`config.mk`:
```
export PLATFORM = sky130hd
export DESIGN_NAME = path_delay_monitor
export DESIGN_NICKNAME = d
export VERILOG_FILES = /design/src/rtl/path_mon_pkg.sv /design/src/rtl/path_delay_monitor_sync_chain.sv /design/src/rtl/path_delay_monitor.sv
export SDC_FILE = /design/constraint.sdc
export NUM_CORES = 1
export LEC_CHECK = 0
export CORE_ASPECT_RATIO = 1.25
export CORE_UTILIZATION = 28
export DETAILED_ROUTE_END_ITERATION = 16
export PLACE_DENSITY_LB_ADDON = 0.12
export SETUP_SLACK_MARGIN = 0.4
export SLEW_MARGIN = 20
export SYNTH_ARGS = -nofsm -noshare
export SYNTH_HDL_FRONTEND = slang
export SYNTH_SLANG_ARGS = --single-unit
```
`constraint.sdc`:
```
create_clock -name clk -period 5 [get_ports clk]
set_input_delay 0.75 -clock clk [delete_from_list [all_inputs] [get_ports clk]]
set_output_delay 0.75 -clock clk [all_outputs]
set_load 0.02 [all_outputs]
```
`src/rtl/path_mon_pkg.sv`:
```
// path_mon_pkg: shared FSM state type and width helpers for the path delay monitor
package path_mon_pkg;
  typedef enum logic [2:0] {IDLE, LAUNCH, WAIT, SETTLE, DONE} monState;
  function automatic int clog2(input int v);
    int r = 0;
    while ((1 << r) < v) r++;
    return r;
  endfunction
  function automatic int sumW(input int cntW, input int numTrials);
    return cntW + clog2(numTrials);
  endfunction
endpackage

```
`src/rtl/path_delay_monitor_sync_chain.sv`:
```
// sync_chain: reset-to-zero flop chain bringing an asynchronous level into clk
module sync_chain #(
  parameter int STAGES = 2
) (
  input  logic clk,
  input  logic rst,
  input  logic d,
  output logic q
);
  (* keep = "true" *) logic [STAGES-1:0] flops;
  always_ff @(posedge clk)
    flops <= rst ? '0 : {flops[STAGES-2:0], d};
  assign q = flops[STAGES-1];
endmodule

```
`src/rtl/path_delay_monitor.sv`:
```
// path_delay_monitor: launches alternating edges into a delay path, times their synchronised
// arrival over NUM_TRIALS launches and flags sums above a golden threshold or timeouts.
module path_delay_monitor import path_mon_pkg::*; #(
  parameter int NUM_TRIALS     = 16,
  parameter int CNT_W          = 8,
  parameter int TIMEOUT_CYCLES = 200,
  parameter int SETTLE_CYCLES  = 4,
  parameter int PATH_INVERTING = 1,
  parameter int SYNC_STAGES    = 2,
  localparam int TW            = clog2(NUM_TRIALS),
  localparam int SUM_W         = sumW(CNT_W, NUM_TRIALS)
) (
  input  logic             clk,
  input  logic             rst,
  input  logic             start,
  input  logic [SUM_W-1:0] threshold,
  output logic             path_input,
  input  logic             path_result,
  output logic             busy,
  output logic             done,
  output logic [SUM_W-1:0] delay_sum,
  output logic [CNT_W-1:0] delay_avg,
  output logic             timeout,
  output logic             alarm
);
  localparam int STW = clog2(SETTLE_CYCLES + 1) + 1;
  localparam logic [CNT_W-1:0] CNT_LAST    = CNT_W'(TIMEOUT_CYCLES - 1);
  localparam logic [TW-1:0]    TRIAL_LAST  = TW'(NUM_TRIALS - 1);
  localparam logic [STW-1:0]   SETTLE_LAST = STW'(SETTLE_CYCLES - 1);
  localparam logic             INV_BIT     = PATH_INVERTING != 0;
  monState state;
  logic [CNT_W-1:0] cnt;
  logic [TW-1:0] trial;
  logic [STW-1:0] settleCnt;
  logic syncOut, expLevel;
  sync_chain #(.STAGES(SYNC_STAGES)) uSync (
    .clk(clk),
    .rst(rst),
    .d(path_result),
    .q(syncOut)
  );
  // path_input already holds the new launch level while in WAIT
  assign expLevel  = path_input ^ INV_BIT;
  assign delay_avg = delay_sum[SUM_W-1:TW];
  always_ff @(posedge clk)
    if (rst) begin
      state      <= IDLE;
      path_input <= 1'b0;
      busy       <= 1'b0;
      done       <= 1'b0;
      delay_sum  <= '0;
      timeout    <= 1'b0;
      alarm      <= 1'b0;
      cnt        <= '0;
      trial      <= '0;
      settleCnt  <= '0;
    end else begin
      done <= 1'b0;
      case (state)
        IDLE:
          if (start) begin
            delay_sum <= '0;
            timeout   <= 1'b0;
            alarm     <= 1'b0;
            trial     <= '0;
            busy      <= 1'b1;
            state     <= LAUNCH;
          end
        LAUNCH: begin
          path_input <= ~path_input;
          cnt        <= '0;
          state      <= WAIT;
        end
        WAIT:
          if (syncOut == expLevel) begin
            delay_sum <= delay_sum + {{TW{1'b0}}, cnt};
            settleCnt <= '0;
            state     <= (trial == TRIAL_LAST) ? DONE : SETTLE;
            done      <= trial == TRIAL_LAST;
          end else if (cnt == CNT_LAST) begin
            timeout <= 1'b1;
            state   <= DONE;
            done    <= 1'b1;
          end else
            cnt <= cnt + 1'b1;
        SETTLE:
          if (settleCnt == SETTLE_LAST) begin
            trial <= trial + 1'b1;
            state <= LAUNCH;
          end else
            settleCnt <= settleCnt + 1'b1;
        DONE: begin
          busy  <= 1'b0;
          alarm <= timeout | (delay_sum > threshold);
          state <= IDLE;
        end
        default: state <= IDLE;
      endcase
    end
endmodule

```
==> flow_summary_export.csv <==
group,metric,value,unit
flow_run,maxCapViolCount,0,
sta,slew-limit-headroom,46.4,%
critical_path,crit_fanout,5,
critical_path,crit_start,"delay_sum[1]$_SDFFE_PP0P_",
route,firstDrtPassIters,10,
clock_network,worstSkewPairLatency,300,ps
floorplanning,die_area,8820,µm²
sta,slew_viol_final,0,
power_and_ir_drop,peakVddDrop,149,µV
sta,tns,0,ps
hold_path,hold_class,"reg -> reg",
synthesis,yosysMostFrequentCell,"dfxtp_1",
sta,hold_viol,0,
critical_path,required,5230,ps
floorplanning,core-area,8190,µm²
run_status,violations,"DRC",
sta,fmax,0.405,GHz
power_and_ir_drop,p_leak,1.14,nW
synthesis,synth.top_cell.area_share,32.2,%
clock_network,cts_made_buffers,5,
clock_network,cts_setup_buffers,0,
clock_network,clock_sinks,38,
critical_path,arrival,2700,ps
critical_path,cp_cell_sequence,"ha_1 > a211oi_1 > nor3_1 > a2111oi_1 > o21ai_0 > a21oi_1",
sta,fin_crit_sh,49.4,%
run_status,status,"finished with violations",
synthesis,syn_inst,279,
synthesis,synthTopCellsByArea,"dfxtp_1 32%, ha_1 12%, a21oi_1 6.1%, nor2_1 3.3%, buf_4 2.9%",
critical_path,slowest_stage,"a2111oi_1",
synthesis,avgSynthCellArea,8.48,µm²
floorplanning,ios,41,
finish,diodes,0,
route,num_vias,2092,
clock_network,cts.path.max_buffers,2,
route,dr.first_iter.drc_count,101,
route,drc,8,
critical_path,critical_path_class,"reg -> reg",
place,gp_congestion,0.739,
power_and_ir_drop,finalPower,0.854,mW
synthesis,synth-edff-count,0,
grt,track_usage,13.5,%
floorplanning,die_h,105,µm
clock_network,cts_tree,"yes",
clock_network,cts_resized,0,
sta,fin_skew,7.24,ps
synthesis,synth.cells.most_frequent,"38 x dfxtp_1, 29 x a21oi_1, 23 x ha_1",
finish,drive_above_1_share,6.11,%
synthesis,ys_async_sr_fraction,0,%
clock_network,htree_levels,2,
sta,worst_slew_pin_slew,802,ps
place,numPortBuffers,40,
synthesis,yosysWarnings,0,
grt,first_global_vias,1920,
route,wire_per_inst,14.2,µm
synthesis,ys_seq_area_share,32.2,%
route,via_per_inst,5.13,
finish,finalNetCount,350,
floorplanning,initial_utilization,28.9,%
synthesis,synth_cell_types,52,
clock_network,cts_root_buf,"clkbuf_8",
grt,overflow,0,
critical_path,cp-start-kind,"register",
clock_network,holdBufCountCts,0,
clock_network,clkTransAtPathRegs,80,ps
hold_path,hp-start,"uSync.flops[0]$_SDFF_PP0_",
synthesis,synth_area_leader_cell,"dfxtp_1",
route,drt_wl_total,5780,µm
critical_path,crit_path_max_incr_delay,760,ps
grt,grt_max_degree,32,
floorplanning,row_count,37,
critical_path,r2r_start,"delay_sum[1]$_SDFFE_PP0P_",
sta,grt_setup_unrepaired,"no",
grt,antenna_found_initial,0,
sta,setup_viol,0,
place,hpwlAfterDp,4490,µm
critical_path,endpoint_kind,"register",
synthesis,ys_ff_latch,38,
synthesis,synth_area,2370,µm²
floorplanning,die_x,84.2,µm
synthesis,synth_ff_type,"dfxtp_1",
synthesis,syn_nets,319,
route,antenna_left,0,
finish,area_delta_synth_final,23.6,%
sta,period_needed,2470,ps
power_and_ir_drop,power_density,292,nW/µm²
grt,grt_pass1_wl,9390,µm
## metrics by stage
step	instances	instance area [µm²]	hold WS (ps)	util, %	setup slack (ps)
finish	408	2930	442	35.7	2530
CTS	408	2930	445	35.7	2490
global placement	400	2790	425	34.0	2220
global route	408	2930	461	35.7	2230
detailed placement	400	2790	425	34.0	2190
floorplan	279	2370	414	-	2890
## critical path: cells and delay by family, from the launching register on
kind,cells,cell delay [ps]
compound gates,4,1470
flops,1,490
fa+ha+maj,1,300
simple gates,1,140
## where the power goes
group	switching (mW)	internal, mW	leakage [nW]
sequential	0.0246	0.316	0.307
clock	0.120	0.200	0.0683
combinational	0.116	0.0766	0.764
total	0.261	0.593	1.14
## layout by cell type (no fill, tap or decap), types with 6 or more instances in the layout
cell type         n
dfxtp_1          38
nor2_1           21
nor3_1           11
a21oi_1          29
nand3_1          13
o21ai_0           9
xnor2_1           6
nand2_1          12
clkdlybuf4s50_1  40
ha_1             23
inv_1            14
nor4_1            6
xor2_1            7
or3_1             8
nand4_1           7
## state kept, by name, summed over array words and instances, names as in the netlist
register / flops
delay_sum: 12
cnt: 8
settleCnt: 4
trial: 4
state: 3
uSync.flops: 2
alarm: 1
busy: 1
done: 1
path_input: 1
timeout: 1
## final timing paths
| kind | end | slack [ps] | depth (start not counted) |
|---|---|---|---|
| worst min register to register | uSync.flops[1]$_SDFF_PP0_ | 440 | 1 |
| worst max register to register | delay_sum[11]$_SDFFE_PP0P_ | 2530 | 6 |
| worst min-delay path | uSync.flops[1]$_SDFF_PP0_ | 440 | 1 |
| worst max-delay path | delay_sum[11]$_SDFFE_PP0P_ | 2530 | 6 |
## cell type report
| class | instances | area [µm²] |
|---|---|---|
| flip-flops and latches | 38 | 761 |
| repair buffers | 41 | 408 |
| inverters | 14 | 52.6 |
| well taps | 97 | 121 |
| multi-input cells | 210 | 1450 |
| clock inverters | 3 | 68.8 |
| clock buffers | 5 | 68.8 |
| fillers | 861 | 5270 |
## routing by layer
| layer | routed length [µm] | vias to the layer above | track usage (%) |
|---|---|---|---|
| met4 | 71 | 0 | 4.06 |
| met1 | 2620 | 973 | 17.1 |
| met5 | 0 | - | 0 |
| met3 | 207 | 5 | 2.84 |
| li1 | - | 1073 | - |
| met2 | 2880 | 41 | 22.8 |
## cells by family (layout without fill, tap and decap cells)
group           after synthesis  count (layout)  share of synthesized area (%)
simple gates                107             107                           25.7
xor+xnor                     14              14                           5.50
flops                        38              38                           32.2
compound gates               65              65                           16.9
buf+inv                      31              63                           6.77
fa+ha+maj                    24              24                           13.0
Note: power is estimated with default switching activity, not from simulation.
